File: config.mk
export PLATFORM = sky130hd
export DESIGN_NAME = fc_argmax_flat
export DESIGN_NICKNAME = d
export VERILOG_FILES = /design/src/rtl/fc_argmax_if.sv /design/src/rtl/fc_argmax.sv /design/src/flat_wrapper.sv
export SDC_FILE = /design/constraint.sdc
export NUM_CORES = 2
export LEC_CHECK = 0
export ABC_AREA = 1
export BUFFER_PORTS_ARGS = -buffer_cell sky130_fd_sc_hd__buf_2
export CAP_MARGIN = 20
export CORE_MARGIN = 2
export CORE_UTILIZATION = 45
export CTS_CLUSTER_SIZE = 14
export DETAILED_ROUTE_END_ITERATION = 12
export GPL_ROUTABILITY_DRIVEN = 0
export PLACE_DENSITY = 0.7
export SLEW_MARGIN = 20
export SYNTH_ARGS = -nofsm -noshare
export SYNTH_HDL_FRONTEND = slang
export SYNTH_SLANG_ARGS = --single-unit
File: constraint.sdc
create_clock -name clk -period 5.2 [get_ports clk]
set_input_delay 0 -clock clk [delete_from_list [all_inputs] [get_ports clk]]
set_output_delay 0 -clock clk [all_outputs]
set_load 0.02 [all_outputs]
File: src/rtl/fc_argmax_if.sv
// fc_argmax_if: handshake and result bundle for fc_argmax.
// Runner-up fields exist only when FC_ARGMAX_TOP2_EN is defined.
interface fc_argmax_if #(
  parameter int NUM_CLASSES = 10,
  parameter int DATA_W = 54,
  parameter int IDX_W = $clog2(NUM_CLASSES)
) ();
  logic                     valid_in;
  logic signed [DATA_W-1:0] fc_in [NUM_CLASSES];
  logic                     in_ready;
  logic [IDX_W-1:0]         class_out;
  logic signed [DATA_W-1:0] max_out;
  logic                     valid_out;
  logic                     ready_in;
  logic                     busy;
  logic                     drop_err;
`ifdef FC_ARGMAX_TOP2_EN
  logic [IDX_W-1:0]         second_out;
  logic signed [DATA_W:0]   margin_out;

  modport master (
    output valid_in, fc_in, ready_in,
    input  in_ready, class_out, max_out,
    input  valid_out, busy, drop_err,
    input  second_out, margin_out
  );
  modport slave (
    input  valid_in, fc_in, ready_in,
    output in_ready, class_out, max_out,
    output valid_out, busy, drop_err,
    output second_out, margin_out
  );
`else
  modport master (
    output valid_in, fc_in, ready_in,
    input  in_ready, class_out, max_out,
    input  valid_out, busy, drop_err
  );
  modport slave (
    input  valid_in, fc_in, ready_in,
    output in_ready, class_out, max_out,
    output valid_out, busy, drop_err
  );
`endif
endinterface

File: src/rtl/fc_argmax.sv
// fc_argmax: sequential argmax over the FC layer outputs.
// Define FC_ARGMAX_TOP2_EN to also track runner-up and margin.
module fc_argmax #(
  parameter int NUM_CLASSES = 10,
  parameter int DATA_W = 54,
  parameter int IDX_W = $clog2(NUM_CLASSES)
) (
  input logic        clk,
  input logic        rst_n,
  fc_argmax_if.slave bus
);
  typedef enum logic [1:0] {
    IDLE,
    SCAN,
    DONE
  } state_t;

  state_t state;
  state_t state_nx;

  logic signed [DATA_W-1:0] data_q [NUM_CLASSES];
  logic signed [DATA_W-1:0] best;
  logic signed [DATA_W-1:0] best_nx;
  logic signed [DATA_W-1:0] x;
  logic signed [DATA_W-1:0] max_q;
  logic [IDX_W-1:0]         best_idx;
  logic [IDX_W-1:0]         best_idx_nx;
  logic [IDX_W-1:0]         class_q;
  logic [IDX_W-1:0]         cnt;
  logic                     accept;
  logic                     last;
  logic                     gt;
  logic                     drop_q;

  assign accept = bus.valid_in && (state == IDLE);
  assign last = cnt == IDX_W'(NUM_CLASSES - 1);
  assign x = data_q[cnt];
  assign gt = x > best;
  assign best_nx = gt ? x : best;
  assign best_idx_nx = gt ? cnt : best_idx;

  assign bus.in_ready = state == IDLE;
  assign bus.busy = state != IDLE;
  assign bus.valid_out = state == DONE;
  assign bus.class_out = class_q;
  assign bus.max_out = max_q;
  assign bus.drop_err = drop_q;

`ifdef FC_ARGMAX_TOP2_EN
  logic signed [DATA_W-1:0] second;
  logic signed [DATA_W-1:0] second_nx;
  logic [IDX_W-1:0]         second_idx;
  logic [IDX_W-1:0]         second_idx_nx;
  logic [IDX_W-1:0]         second_q;
  logic signed [DATA_W:0]   margin_q;
  logic signed [DATA_W:0]   margin_nx;

  // Runner-up update: a new best demotes the old one.
  always_comb begin
    second_nx = second;
    second_idx_nx = second_idx;
    if (gt) begin
      second_nx = best;
      second_idx_nx = best_idx;
    end else if (x > second) begin
      second_nx = x;
      second_idx_nx = cnt;
    end
  end

  assign margin_nx = $signed({best_nx[DATA_W-1], best_nx})
                   - $signed({second_nx[DATA_W-1], second_nx});
  assign bus.second_out = second_q;
  assign bus.margin_out = margin_q;

  // Runner-up tracking and registered top-2 results.
  always_ff @(posedge clk or negedge rst_n) begin
    if (!rst_n) begin
      second <= '0;
      second_idx <= '0;
      second_q <= '0;
      margin_q <= '0;
    end else if (accept) begin
      second <= {1'b1, {(DATA_W-1){1'b0}}};
      second_idx <= '0;
    end else if (state == SCAN) begin
      second <= second_nx;
      second_idx <= second_idx_nx;
      if (last) begin
        second_q <= second_idx_nx;
        margin_q <= margin_nx;
      end
    end
  end
`endif

  // State register.
  always_ff @(posedge clk or negedge rst_n) begin
    if (!rst_n) state <= IDLE;
    else state <= state_nx;
  end

  // Next-state decode.
  always_comb begin
    state_nx = state;
    unique case (state)
      IDLE: if (bus.valid_in) state_nx = SCAN;
      SCAN: if (last) state_nx = DONE;
      DONE: if (bus.ready_in) state_nx = IDLE;
      default: state_nx = IDLE;
    endcase
  end

  // Capture on accept, then one class compared per cycle.
  always_ff @(posedge clk or negedge rst_n) begin
    if (!rst_n) begin
      for (int i = 0; i < NUM_CLASSES; i++) data_q[i] <= '0;
      best <= '0;
      best_idx <= '0;
      cnt <= '0;
      class_q <= '0;
      max_q <= '0;
    end else if (accept) begin
      data_q <= bus.fc_in;
      best <= bus.fc_in[0];
      best_idx <= '0;
      cnt <= IDX_W'(1);
    end else if (state == SCAN) begin
      best <= best_nx;
      best_idx <= best_idx_nx;
      cnt <= cnt + 1'b1;
      if (last) begin
        class_q <= best_idx_nx;
        max_q <= best_nx;
      end
    end
  end

  // Sticky flag for inputs offered while not idle.
  always_ff @(posedge clk or negedge rst_n) begin
    if (!rst_n) drop_q <= 1'b0;
    else if (bus.valid_in && state != IDLE) drop_q <= 1'b1;
  end
endmodule

File: src/flat_wrapper.sv
// flat-port wrapper written by rule: the top's interface ports become plain ports
module fc_argmax_flat 
#(
  parameter int NUM_CLASSES = 10,
  parameter int DATA_W = 54,
  parameter int IDX_W = $clog2(NUM_CLASSES)
)
  (clk, rst_n, bus_valid_in, bus_fc_in, bus_ready_in, bus_in_ready, bus_class_out, bus_max_out, bus_valid_out, bus_busy, bus_drop_err);
  fc_argmax_if #(.NUM_CLASSES(NUM_CLASSES), .DATA_W(DATA_W), .IDX_W(IDX_W)) bus_i ();
  input logic clk;
  input logic rst_n;
  input wire logic [$bits(bus_i.valid_in)-1:0] bus_valid_in;
  input wire logic [$bits(bus_i.fc_in)-1:0] bus_fc_in;
  input wire logic [$bits(bus_i.ready_in)-1:0] bus_ready_in;
  output wire logic [$bits(bus_i.in_ready)-1:0] bus_in_ready;
  output wire logic [$bits(bus_i.class_out)-1:0] bus_class_out;
  output wire logic [$bits(bus_i.max_out)-1:0] bus_max_out;
  output wire logic [$bits(bus_i.valid_out)-1:0] bus_valid_out;
  output wire logic [$bits(bus_i.busy)-1:0] bus_busy;
  output wire logic [$bits(bus_i.drop_err)-1:0] bus_drop_err;
  assign bus_i.valid_in = bus_valid_in;
  assign bus_i.fc_in = {>>{bus_fc_in}};
  assign bus_i.ready_in = bus_ready_in;
  assign bus_in_ready = bus_i.in_ready;
  assign bus_class_out = bus_i.class_out;
  assign bus_max_out = bus_i.max_out;
  assign bus_valid_out = bus_i.valid_out;
  assign bus_busy = bus_i.busy;
  assign bus_drop_err = bus_i.drop_err;
  fc_argmax #(.NUM_CLASSES(NUM_CLASSES), .DATA_W(DATA_W), .IDX_W(IDX_W)) u_core (.clk(clk), .rst_n(rst_n), .bus(bus_i));
endmodule
==> results.ini <==
[yosys]
synth.top_cells.by_area=dfrtp_1, nand2_1, o21ai_0
ys_seq_area_share_pct=50.9
synthArstFlopShare_pct=100
synth.top_cell.area_share_pct=50.9
yosysUniqueCellTypes=30
yosysMostFrequentCell=nand2_1
synth_cells=4412
synth-edff-count=0
yosysTopAreaCell=dfrtp_1
ys_ff_latch=663
synthTopCellsByCount=nand2_1, dfrtp_1, inv_1
synth-compound-area-share_pct=9.53
synth_fp_nets=5012
synthMuxAreaShare_pct=0.0307
syn_area_per_cell_um2=7.39
syn_area_mm2=0.0326
yosys.area_share.simple_pct=30.5
dominantRegCellSynth=dfrtp_1
synth_top_family_by_area=simple AND/OR/NAND/NOR gates
synthXorXnorAreaFrac_pct=0
yosys_warnings=0
synthAdderAreaFrac_pct=2.15

[pwr]
intPower_mw=15.5
p_sw_mw=14.2
comb_power_share_pct=51.0
peakVddDrop_uv=917
p_sw_share_pct=47.7
seqPwrFrac_pct=30.6
fin_total_pwr_mw=29.6
power.share.clock_pct=18.4
p_leak_nw=24.0
power_density_mw_per_mm2=667

[clock_network]
cts_max_level=3
cts.sinks=663
hold_buffers=553
cts_tree=yes
cts_setup_buffers=0
cts_resized=0
cts_buffers=74
path_clk_slew_ns=0.06
root_buffer=clkbuf_16
clkLatencyLatePin_ns=0.65
clockBufferDepth=3

[sta]
fin_tns_setup_ns=0
hold_viol=0
rsz0062_at_grt=no
fin_crit_sh_pct=89.1
worstMarginPinSlew_ns=1.07
setup_viol=0
period_minus_slack_ns=4.63
max-slew-margin-rel_pct=28.4
slew_viol_final=0
max_freq_mhz=216
finClkSkew_ns=0.0316

[worst_setup_path]
critPathKind=reg -> reg
worst-path-buf-inv=5
required_ns=5.76
crit_path_frequent_cell=nand2_1
cp_cell_sequence=inv_8, buf_4, buf_4, a21oi_1, o21ai_0, o211ai_1, nand3_1, nand2_1, ha_1, nand2_1, nor2_2, nand4_1, nor2_1, nand2_1, nor2_1, nand2_1, nand3_1, nand2_1, nand3_2, buf_4, inv_1, nand2_1, nand3_1, nand2_1
max_stage_delay_ns=0.55
crit_family=buffers and inverters
cp-end-kind=flop
crit_fanout=101
cp_slowest_cell=dfrtp_4
start_kind=flop
arrival_ns=5.19

[placement]
dpl_cell_area_mm2=0.0363
port_buffers=605
dp_hpwl_um=86100
dp_cells=5740

[routing]
ant_nets=0
avgRoutedWirePerCell_um=21.3
wirelength_um=137000
avgViaCountPerCell=5.49
drc=0
vias=35400
dr.first_iter.drc_count=4478
firstDrtPassIters=7

[layout]
fin_cells=6438
stdcell_area_mm2=0.0444
fill_cells=5989
area_delta_synth_final_pct=36.3
drive_above_1_share_pct=14.5
nNetsFinal=6019

[global_route]
grtUsageTotal_pct=36.3
grt_max_degree=213
grt_pass1_vias=34500
grt_pass1_wl_um=206000
antenna_found_initial=24
grt_overflow=0

[flow_run]
maxCapViolCount=0

[floorplanning]
initial_core_util_pct=45.5
die-area_mm2=0.0746
core_area_mm2=0.0716
die_x_um=273
fp-row-count=98
io_pins=606
die_h_um=273

[min_path]
hp-class=in -> async

[run_status]
status=complete, no violations

[power by group through the flow]
stage	logic [mW]	clock network (mW)	registers, mW
2_1_floorplan	9.62	0	8.81
3_3_place_gp	13.9	0	8.98
3_5_place_dp	14.3	0	9.02
4_1_cts	14.7	5.47	8.96
5_1_grt	16.8	5.71	9.28
6_report	15.1	5.46	9.07
[sequential cells by signal (all words and copies together) (netlist names)]
register,flops
u_core.best,54
u_core.best_idx,4
u_core.bus.class_out,4
u_core.bus.drop_err,1
u_core.bus.max_out,54
u_core.cnt,4
u_core.data_q,540
u_core.state,2
[area by class of cell]
type | count | area [um^2] | area share (%)
Tap cell | 950 | 1190 | 2.68
Inverter | 311 | 1190 | 2.67
Clock buffer | 99 | 2080 | 4.67
Antenna cell | 15 | 37.5 | 0.0845
Clock inverter | 31 | 418 | 0.941
Sequential cell | 663 | 16600 | 37.4
Multi-Input combinational cell | 3166 | 13800 | 31.0
Timing Repair Buffer | 1203 | 9130 | 20.6
[layer usage]
layer  wire length (um)  vias up  track usage (%)
met2              60700     2292             54.2
met4              10200       14             24.1
met1              53800    16600             47.8
li1                   -    15900                -
met5                 88        -                0
met3              12400      584             7.52
[logic make-up after synthesis]
| group | Yosys count |
|---|---|
| buffers and inverters | 583 |
| multiplexers | 1 |
| adder cells (fa/ha/maj) | 56 |
| AO/OA/AOI/OAI | 550 |
| flip-flops | 663 |
| AND/OR/NAND/NOR | 2559 |
[layout by cell type, fill, tap and decap left out, drive strengths merged]
master	count
nand4	5
dlygate4sd3	552
a21o	3
and3	1
inv	313
mux2i	1
o221ai	54
dfrtp	663
nor4	3
ha	56
o22ai	1
o31ai	1
nor3	5
clkinvlp	5
clkinv	18
nand2	2141
clkbuf	99
bufinv	6
diode	15
nand3	215
a21oi	129
nor2	189
o211ai	54
o21ai	306
buf	651
o21bai	2
[tightest hold or removal path, delay by kind of cell]
family	cells	cell delay, ns
buffers and inverters	3	1.07
[worst paths after layout]
| check | start | to | slack [ns] | cells past startpoint |
|---|---|---|---|---|
| setup / recovery | u_core.cnt[0] | u_core.bus.class_out[2] | 0.57 | 24 |
| max in group asynchronous | rst_n | u_core.cnt[0] | 4.15 | 3 |
| hold / removal | rst_n | u_core.data_q[135] | 0.05 | 3 |
| setup reg to reg | u_core.cnt[0] | u_core.bus.class_out[2] | 0.57 | 24 |
| min in group clk | bus_fc_in[145] | u_core.data_q[145] | 0.10 | 4 |
| hold reg to reg | u_core.data_q[405] | u_core.data_q[405] | 0.46 | 2 |
[stage by stage]
stage                     utilization (%)  setup WS (ns)  hold slack (ns)
final                                62.0          0.568           0.0456
after global routing                 62.0          0.251           0.0795
after CTS                            62.0          0.695           0.0609
after detailed placement             50.7          0.727           0.0494
after global placement               50.7          0.761           0.0516
after floorplan                         -           2.10           -0.296
No activity file was read; power rests on OpenSTA's default activity.
